`src/rtl/vdp_pkg.sv`:
```
// Shared types and sizing helpers for the video output pipeline.
package vdp_pkg;

    typedef enum logic [1:0] {
        FADE_NOP  = 2'd0,
        FADE_OUT  = 2'd1,
        FADE_IN   = 2'd2,
        FADE_SNAP = 2'd3
    } fade_cmd_e;

    typedef enum logic [1:0] {
        StIdle,
        StFadeOut,
        StFadeIn
    } fade_state_e;

    // Internal signed width: room for unsigned luma plus sign, and two guard bits.
    function automatic int unsigned calc_iw(int unsigned yw, int unsigned cw);
        return (((yw + 1) > cw) ? (yw + 1) : cw) + 2;
    endfunction

endpackage

```
`src/rtl/ycocg_to_rgb.sv`:
```
// YCoCg-R to RGB conversion (S2..S4), then clamp, bit-replicating scale and de blanking (S5).
module ycocg_to_rgb
    import vdp_pkg::*;
#(
    parameter int unsigned YW   = 7,
    parameter int unsigned CW   = 8,
    parameter int unsigned OUTW = 8
) (
    input  logic            clk_pix,
    input  logic            rst_pix_n,
    input  logic [YW-1:0]   y_f,
    input  logic [CW-1:0]   co,
    input  logic [CW-1:0]   cg,
    input  logic            de_s4,
    output logic [OUTW-1:0] r,
    output logic [OUTW-1:0] g,
    output logic [OUTW-1:0] b
);

    localparam int unsigned IW = calc_iw(YW, CW);
    localparam logic signed [IW-1:0] YMAX_S = IW'((1 << YW) - 1);

    function automatic logic [YW-1:0] clamp_y(logic signed [IW-1:0] v);
        if (v[IW-1]) return '0;
        else if (v > YMAX_S) return {YW{1'b1}};
        else return v[YW-1:0];
    endfunction

    // Repeat the MSBs into the low bits so full scale maps to all ones.
    function automatic logic [OUTW-1:0] scale_y(logic [YW-1:0] c);
        logic [OUTW-1:0] s;
        for (int i = 0; i < OUTW; i++) begin
            s[OUTW-1-i] = c[YW-1-(i % YW)];
        end
        return s;
    endfunction

    logic signed [IW-1:0] y_ext, co_ext, cg_ext;
    logic signed [IW-1:0] tmp2_d, co2_d, cg2_d, tmp2_q, co2_q, cg2_q;
    logic signed [IW-1:0] g3_d, b3_d, co3_d, g3_q, b3_q, co3_q;
    logic signed [IW-1:0] r4_d, g4_d, b4_d, r4_q, g4_q, b4_q;
    logic [OUTW-1:0]      r_d, g_d, b_d, r_q, g_q, b_q;

    assign y_ext  = $signed({{(IW-YW){1'b0}}, y_f});
    assign co_ext = $signed({{(IW-CW){co[CW-1]}}, co});
    assign cg_ext = $signed({{(IW-CW){cg[CW-1]}}, cg});

    always_comb begin
        tmp2_d = y_ext - (cg_ext >>> 1);
        co2_d  = co_ext;
        cg2_d  = cg_ext;
        g3_d   = cg2_q + tmp2_q;
        b3_d   = tmp2_q - (co2_q >>> 1);
        co3_d  = co2_q;
        r4_d   = b3_q + co3_q;
        g4_d   = g3_q;
        b4_d   = b3_q;
        r_d    = '0;
        g_d    = '0;
        b_d    = '0;
        if (de_s4) begin
            r_d = scale_y(clamp_y(r4_q));
            g_d = scale_y(clamp_y(g4_q));
            b_d = scale_y(clamp_y(b4_q));
        end
    end

    always_ff @(posedge clk_pix or negedge rst_pix_n) begin
        if (!rst_pix_n) begin
            tmp2_q <= '0;
            co2_q  <= '0;
            cg2_q  <= '0;
            g3_q   <= '0;
            b3_q   <= '0;
            co3_q  <= '0;
            r4_q   <= '0;
            g4_q   <= '0;
            b4_q   <= '0;
            r_q    <= '0;
            g_q    <= '0;
            b_q    <= '0;
        end else begin
            tmp2_q <= tmp2_d;
            co2_q  <= co2_d;
            cg2_q  <= cg2_d;
            g3_q   <= g3_d;
            b3_q   <= b3_d;
            co3_q  <= co3_d;
            r4_q   <= r4_d;
            g4_q   <= g4_d;
            b4_q   <= b4_d;
            r_q    <= r_d;
            g_q    <= g_d;
            b_q    <= b_d;
        end
    end

    assign r = r_q;
    assign g = g_q;
    assign b = b_q;

endmodule

```
`src/rtl/ycocg_fade_pipe.sv`:
```
// Pixel output stage: frame-synchronous luma fade (S1), YCoCg to RGB, 5-stage timing delay line.
module ycocg_fade_pipe
    import vdp_pkg::*;
#(
    parameter int unsigned CORDW            = 11,
    parameter int unsigned YW               = 7,
    parameter int unsigned CW               = 8,
    parameter int unsigned OUTW             = 8,
    parameter int unsigned FADE_STEP_FRAMES = 2
) (
    input  logic             clk_pix,
    input  logic             rst_pix_n,
    input  logic [CORDW-1:0] in_sx,
    input  logic [CORDW-1:0] in_sy,
    input  logic             in_de,
    input  logic             in_hsync,
    input  logic             in_vsync,
    input  logic             in_frame,
    input  logic [YW-1:0]    in_y,
    input  logic [CW-1:0]    in_co,
    input  logic [CW-1:0]    in_cg,
    input  logic [1:0]       fade_cmd,
    input  logic             fade_cmd_valid,
    output logic             fade_busy,
    output logic [YW-1:0]    fade_level,
    output logic [CORDW-1:0] sx,
    output logic [CORDW-1:0] sy,
    output logic             de,
    output logic             hsync,
    output logic             vsync,
    output logic [OUTW-1:0]  r,
    output logic [OUTW-1:0]  g,
    output logic [OUTW-1:0]  b
);

    localparam int unsigned     TW       = 2 * CORDW + 3;
    localparam int unsigned     DIVW     = $clog2(FADE_STEP_FRAMES + 1);
    localparam logic [DIVW-1:0] DIV_LAST = DIVW'(FADE_STEP_FRAMES);
    localparam logic [YW-1:0]   YMAX     = {YW{1'b1}};

    fade_cmd_e       cmd;
    fade_state_e     state_d, state_q;
    logic [YW-1:0]   level_d, level_q;
    logic [DIVW-1:0] div_d, div_q, div_inc;
    logic            busy_d, busy_q;

    assign cmd = fade_cmd_e'(fade_cmd);

    // An accepted command takes priority over a coincident in_frame pulse.
    always_comb begin
        state_d = state_q;
        level_d = level_q;
        div_d   = div_q;
        div_inc = div_q + 1'b1;
        if (fade_cmd_valid && cmd == FADE_SNAP) begin
            state_d = StIdle;
            level_d = YMAX;
            div_d   = '0;
        end else if (fade_cmd_valid && state_q == StIdle && cmd == FADE_OUT
                     && level_q != '0) begin
            state_d = StFadeOut;
            div_d   = '0;
        end else if (fade_cmd_valid && state_q == StIdle && cmd == FADE_IN
                     && level_q != YMAX) begin
            state_d = StFadeIn;
            div_d   = '0;
        end else if (in_frame && state_q != StIdle) begin
            if (div_inc == DIV_LAST) begin
                div_d = '0;
                if (state_q == StFadeOut) begin
                    level_d = level_q - 1'b1;
                    if (level_q == YW'(1)) state_d = StIdle;
                end else begin
                    level_d = level_q + 1'b1;
                    if (level_q == YMAX - 1'b1) state_d = StIdle;
                end
            end else begin
                div_d = div_inc;
            end
        end
        busy_d = (state_d != StIdle);
    end

    always_ff @(posedge clk_pix or negedge rst_pix_n) begin
        if (!rst_pix_n) begin
            state_q <= StIdle;
            level_q <= YMAX;
            div_q   <= '0;
            busy_q  <= 1'b0;
        end else begin
            state_q <= state_d;
            level_q <= level_d;
            div_q   <= div_d;
            busy_q  <= busy_d;
        end
    end

    assign fade_busy  = busy_q;
    assign fade_level = level_q;

    // S1: darken luma by the current fade deficit, saturating at zero.
    logic [YW-1:0] deficit, yf_d, yf_q;
    logic [CW-1:0] co1_d, cg1_d, co1_q, cg1_q;

    always_comb begin
        deficit = YMAX - level_q;
        yf_d    = (in_y >= deficit) ? (in_y - deficit) : '0;
        co1_d   = in_co;
        cg1_d   = in_cg;
    end

    always_ff @(posedge clk_pix or negedge rst_pix_n) begin
        if (!rst_pix_n) begin
            yf_q  <= '0;
            co1_q <= '0;
            cg1_q <= '0;
        end else begin
            yf_q  <= yf_d;
            co1_q <= co1_d;
            cg1_q <= cg1_d;
        end
    end

    logic [TW-1:0] tim_d [5];
    logic [TW-1:0] tim_q [5];

    always_comb begin
        tim_d[0] = {in_sx, in_sy, in_de, in_hsync, in_vsync};
        for (int i = 1; i < 5; i++) begin
            tim_d[i] = tim_q[i-1];
        end
    end

    always_ff @(posedge clk_pix or negedge rst_pix_n) begin
        if (!rst_pix_n) begin
            for (int i = 0; i < 5; i++) tim_q[i] <= '0;
        end else begin
            for (int i = 0; i < 5; i++) tim_q[i] <= tim_d[i];
        end
    end

    assign {sx, sy, de, hsync, vsync} = tim_q[4];

    ycocg_to_rgb #(
        .YW   (YW),
        .CW   (CW),
        .OUTW (OUTW)
    ) u_rgb (
        .clk_pix   (clk_pix),
        .rst_pix_n (rst_pix_n),
        .y_f       (yf_q),
        .co        (co1_q),
        .cg        (cg1_q),
        .de_s4     (tim_q[3][2]),
        .r         (r),
        .g         (g),
        .b         (b)
    );

endmodule

```
`config.mk`:
```
export PLATFORM = sky130hd
export DESIGN_NAME = ycocg_fade_pipe
export DESIGN_NICKNAME = d
export VERILOG_FILES = /design/src/rtl/vdp_pkg.sv /design/src/rtl/ycocg_to_rgb.sv /design/src/rtl/ycocg_fade_pipe.sv
export SDC_FILE = /design/constraint.sdc
export NUM_CORES = 1
export LEC_CHECK = 0
export ABC_AREA = 1
export BUFFER_PORTS_ARGS = -buffer_cell sky130_fd_sc_hd__buf_2
export CORE_MARGIN = 5
export CORE_UTILIZATION = 43
export DETAILED_ROUTE_END_ITERATION = 8
export PLACE_DENSITY = 0.69
export SLEW_MARGIN = 0
export SYNTH_ARGS = -nofsm -noshare
export SYNTH_HDL_FRONTEND = slang
export SYNTH_SLANG_ARGS = --single-unit
```
`constraint.sdc`:
```
create_clock -name clk_pix -period 2.12 [get_ports clk_pix]
set_clock_uncertainty 0.2 [all_clocks]
set_input_delay 0.106 -clock clk_pix [delete_from_list [all_inputs] [get_ports clk_pix]]
set_output_delay 0.106 -clock clk_pix [all_outputs]
set_load 0.1 [all_outputs]
```
-- Yosys cells after proc, flatten, opt, wreduce, memory -nomap -nowiden
Cells that the tools add are included.
- RAM bits: 0
- register bits after elaboration: 268
- memory bits (read-only): 0
- output and inout bits: 57
- memories: 0
- bits of input ports: 54
- latch bits: 0
- logic and storage cells: 91
- reductions and logical operators: 15
- magnitude comparators: 4
- eq/ne operators: 10
- bitwise logic cells: 0
- divide/modulo/power cells: 0
- add/sub/neg operators: 9
- shifts and indexed selects: 0
- multiplexer cells: 29
- $mul: 0
- operator list (operator ; number):
    7-bit two-way mux ; 13
    10-bit by 8-bit greater-than comparator with 1-bit output, second input constant ; 3
    2-bit two-way mux ; 13
    8-bit two-way mux ; 3
    10-bit by 8-bit adder with 10-bit output ; 1
    8-bit by 10-bit adder with 10-bit output ; 1
    10-bit by 7-bit subtractor with 10-bit output ; 1
    8-bit by 7-bit subtractor with 9-bit output ; 1
    2-bit nonzero test ; 4
    7-bit by 1-bit adder with 7-bit output, second input constant ; 1
    7-bit by 1-bit equality test with 1-bit output, second input constant ; 1
    7-bit equality test, second input constant ; 1
    7-bit >= comparator ; 1
    1-bit logical AND ; 7
    7-bit != test, second input constant ; 1
    7-bit nonzero test ; 1
    7-bit by 1-bit subtractor with 7-bit output, second input constant ; 1
    7-bit subtractor ; 1
    7-bit subtractor, first input constant ; 1
    2-bit equality test, second input constant ; 3
    2-bit by 1-bit equality test with 1-bit output, second input constant ; 2
    2-bit != test, second input constant ; 2
    4-bit AND reduction ; 1
    4-bit nonzero test ; 1
    other kinds (2) ; 2

-- Longest topological paths before layout
- depth after elaboration: 9
- gate-level depth with buffers: 11

-- Cells and area by module
A second synthesis with hierarchy kept.
- cells, all modules: 807
- area total of the unflattened synthesis: 9521.6 um^2
- by module, submodules not included (module ; sequential area each (um^2) ; instances ; cells an instance ; area each (um^2)):
    ycocg_fade_pipe ; 4012.6 ; 1 ; 324 ; 4888.4
    ycocg_to_rgb ; 2602.5 ; 1 ; 483 ; 4633.2

-- Least setup slack after synthesis
Ideal clock, no wire load.
- kind: register to register
- start point: reg level_q[2] (netlist: fade_level[2])
- end point: reg yf_q[5]
- cell stages (with the launch flop): 9
- data required time: 1.800 ns
- path slack: -0.152 ns
- data arrival time: 1.952 ns
- cell sequence: dfstp_2 -> ha_1 -> buf_2 -> a21oi_1 -> nand2_1 -> nand4_1 -> nand3_2 -> inv_1 -> nor2_1
- longest elaborated chain between the ends: 3
- elaborated cells on any way between the ends: 4
- those cells by class: 2 x add/sub; 1 x order compare; 1 x mux
- ends and longest elaborated chain (element ; RTL line ; source):
    start: declaration ; ycocg_fade_pipe.sv:43 ; logic [YW-1:0] level_d, level_q;
    start signal: assignment ; ycocg_fade_pipe.sv:92 ; level_q <= level_d;
    7-bit subtractor (*) ; ycocg_fade_pipe.sv:106 ; deficit = YMAX - level_q;
    7-bit subtractor / 7-bit >= comparator (equally long branches) ; ycocg_fade_pipe.sv:107 ; yf_d = (in_y >= deficit) ? (in_y - deficit) : '0;
    7-bit two-way mux (*) ; ycocg_fade_pipe.sv:107 ;
    net yf_d[5] ; ycocg_fade_pipe.sv:102 ; logic [YW-1:0] deficit, yf_d, yf_q;
    end signal: assignment ; ycocg_fade_pipe.sv:118 ; yf_q <= yf_d;
    end: declaration ; ycocg_fade_pipe.sv:102 ;
The timed path passes the listed nets; every way through them passes the cells marked *.
A chain may end at the register's enable or synchronous reset.

-- Final worst setup path
- start point: reg level_q[0] (netlist: fade_level[0])
- end point: reg yf_q[4]
The elaborated chain is that of the path after synthesis.

==> results.json <==
{
  "synthToLayoutAreaGrowth_pct": 25.92,
  "power.leakage_nw": 5.879,
  "use_met2": 0.2146,
  "clock_path_buffers": 3,
  "synthTopCellsByArea": "dfrtp_1 70%, ha_1 6.2%, inv_1 4.2%",
  "finalCritPeriodShare": 0.9552,
  "cap_violations": 0,
  "synthCells": 705,
  "whs_ns": 0.03102,
  "final_antenna_net_count": 0,
  "grt_max_degree": 66,
  "yosysMostFrequentCell": "dfrtp_1",
  "fin_nets": 1003,
  "crit_slowest_cell": "dfstp_4",
  "die_w_um": 156.5,
  "holdCritPathClass": "in2reg",
  "seq_area_frac_synth": 0.7172,
  "wirelength_mm": 15.20,
  "ys_top_cells_by_count": "257 x dfrtp_1, 102 x inv_1, 86 x nand2_1, 53 x a21oi_1, 46 x ha_1",
  "root_buffer": "clkbuf_16",
  "drive_gt1_frac": 0.1926,
  "dpl.hpwl_mm": 10.41,
  "synth_edf_count": 0,
  "synth_top_flop_cell": "dfrtp_1",
  "yosysWarnings": 0,
  "viasPerCell": 4.511,
  "dieArea_um2": 24480,
  "post_cts.repair.setup_buffers": 0,
  "critPathArrivalTime_ns": 2.23,
  "grt_pass1_vias": 5485,
  "cts_tree": "yes",
  "insertion_delay_ns": 0.51,
  "firstDrtPassIters": 4,
  "post-route-min-period_ns": 2.025,
  "wl_per_cell_um": 12.78,
  "setup_tns_ns": 0,
  "critPathMaxStageDelay_ns": 0.50,
  "worst_pin_slew_ns": 0.5264,
  "path_buf_inv": 4,
  "finalMaxSlewViolations": 0,
  "grt_first_pass_wirelength_mm": 25.83,
  "hold_viol": 0,
  "timing.fmax_mhz": 493.8,
  "crit_required_ns": 2.33,
  "port_buffers": 110,
  "place_area_um2": 10190,
  "status": "complete, no violations",
  "core_um2": 21090,
  "start_util": 0.4374,
  "rows": 53,
  "drt-initial-drc-count": 171,
  "clock_sinks": 264,
  "critPathKind": "reg2reg",
  "syn_nets": 810,
  "grt_antenna_before_repair": 0,
  "fin_ws_ns": 0.09499,
  "power_density_nw_per_um2": 1447,
  "cts.clk_slew.worst_paths_ns": 0.06,
  "async_flop_share": 1.000,
  "antennaDiodeCount": 0,
  "path_cells": "inv_1 > ha_1 > inv_1 > fa_2 > a31oi_2 > xor2_1 > inv_1 > nand2_1 > inv_1",
  "setup_viol": 0,
  "place.gp.congestion": 0.9008,
  "cts_max_level": 1,
  "path_max_fanout": 8,
  "ys_ff_latch": 264,
  "final_area_um2": 11610,
  "peakVddDrop_uv": 1123,
  "gr-usage-met3": 0.02544,
  "io_pins": 111,
  "grt-busiest-layer": "met2",
  "met1_usage": 0.1709,
  "dpl.cell_count": 1089,
  "fin_cells": 1189,
  "cp-end-kind": "flop",
  "netlist.area_leader.share": 0.6972,
  "synth_top_cell_by_area": "dfrtp_1",
  "vias": 5364,
  "relSlewSlack": 0.6478,
  "avgSynthCellArea_um2": 13.08,
  "rsz0062_at_grt": "false",
  "grt-ovfl-total": 0,
  "place_ws_ns": 0.005287,
  "nFillCells": 1746,
  "synth.distinct_cells": 33,
  "track_usage": 0.1284,
  "drc": 0,
  "synth_area_um2": 9224,
  "cp_top_family": "adder cells",
  "start_kind": "flop",
  "path_common_cell": "inv_1",
  "die_h_um": 156.5,
  "cts_buffers": 26
}
-- final timing paths --
check                                                from  slack, ns            endpoint  cells after the start
min in group asynchronous                       rst_pix_n       0.46  cg1_q[7]$_DFF_PN0_                      3
worst max-delay path            fade_level[0]$_DFFE_PN1P_       0.09   yf_q[4]$_DFF_PN0_                      9
max in group asynchronous                       rst_pix_n       0.55     sy[2]$_DFF_PN0_                      4
worst min-delay path                             in_cg[6]       0.03  cg1_q[6]$_DFF_PN0_                      2
worst min register to register        tim_d[11]$_DFF_PN0_       0.14     sy[8]$_DFF_PN0_                      0
worst max register to register  fade_level[0]$_DFFE_PN1P_       0.09   yf_q[4]$_DFF_PN0_                      9
-- per-stage QoR --
stage | utilization | total power, mW
6_report | 0.5508 | 16.80
5_1_grt | 0.5508 | 17.90
3_3_place_gp | 0.4834 | 12.28
2_1_floorplan | - | 11.21
3_5_place_dp | 0.4834 | 12.39
4_1_cts | 0.5507 | 16.99
-- cell type report --
type	count	area (µm²)	area share
flip-flops and latches	264	6626	0.5705
multi-input cells	334	2208	0.1901
repair buffers	170	1201	0.1034
clock buffers	36	779.5	0.06711
inverters	102	382.9	0.03296
well taps	275	344.1	0.02962
clock inverters	8	72.57	0.006248
-- worst register-to-register path, delay by kind of cell, from the launching register on --
family | cells | cell delay (ns)
AOI/OAI and AO/OA | 1 | 0.23
and+or+nand+nor | 1 | 0.05
adders and majority gates | 2 | 0.52
buffers and inverters | 4 | 0.27
xor gates and xnor gates | 1 | 0.17
DFF | 1 | 0.50
-- cells in the final DEF, fill, tap and decap left out, types with 11 or more instances in the layout --
cell           instances
nand2_1               86
ha_1                  45
clkbuf_16             27
nor2_1                21
inv_1                102
xor2_1                28
dlygate4sd3_1         56
dfrtp_1              257
buf_2                109
o21ai_0               11
a21oi_1               53
nand4_1               11
nand3_1               28
-- registers in the layout (all words and copies together), names as in the netlist, 9 cells and up --
name	count
tim_d	100
sx	11
sy	11
u_rgb.b3_q	10
u_rgb.b4_q	10
u_rgb.g3_q	10
u_rgb.g4_q	10
u_rgb.r4_q	10
u_rgb.tmp2_q	9
-- cell families (layout without fill, tap and decap cells) --
| kind of cell | after synthesis | after routing | synth area share |
|---|---|---|---|
| DFF | 264 | 264 | 0.7172 |
| AOI/OAI and AO/OA | 91 | 91 | 0.05616 |
| and+or+nand+nor | 157 | 157 | 0.07447 |
| buffers and inverters | 107 | 316 | 0.04571 |
| adders and majority gates | 51 | 51 | 0.07325 |
| xor gates and xnor gates | 35 | 35 | 0.03323 |
-- power breakdown --
group | switching (mW) | internal, mW | total [mW]
sequential | 0.495 | 6.16 | 6.65
combinational | 4.11 | 1.63 | 5.74
clock | 1.74 | 2.67 | 4.41
-- timing repair --
item / CTS / global route
endpoints found under the hold margin: 317 / 0
hold buffers: 56 / 0
pin swaps: 0 / 1
setup endpoints to repair: 1 / 1
gates cloned: 0 / 0
resized for setup: 1 / 1
-- layer usage --
layer,share of wire,up-vias
met5,0,-
met4,0.023,0
met3,0.061,33
met2,0.50,132
met1,0.42,2554
li1,-,2645
No activity file was read; power rests on OpenSTA's default activity.
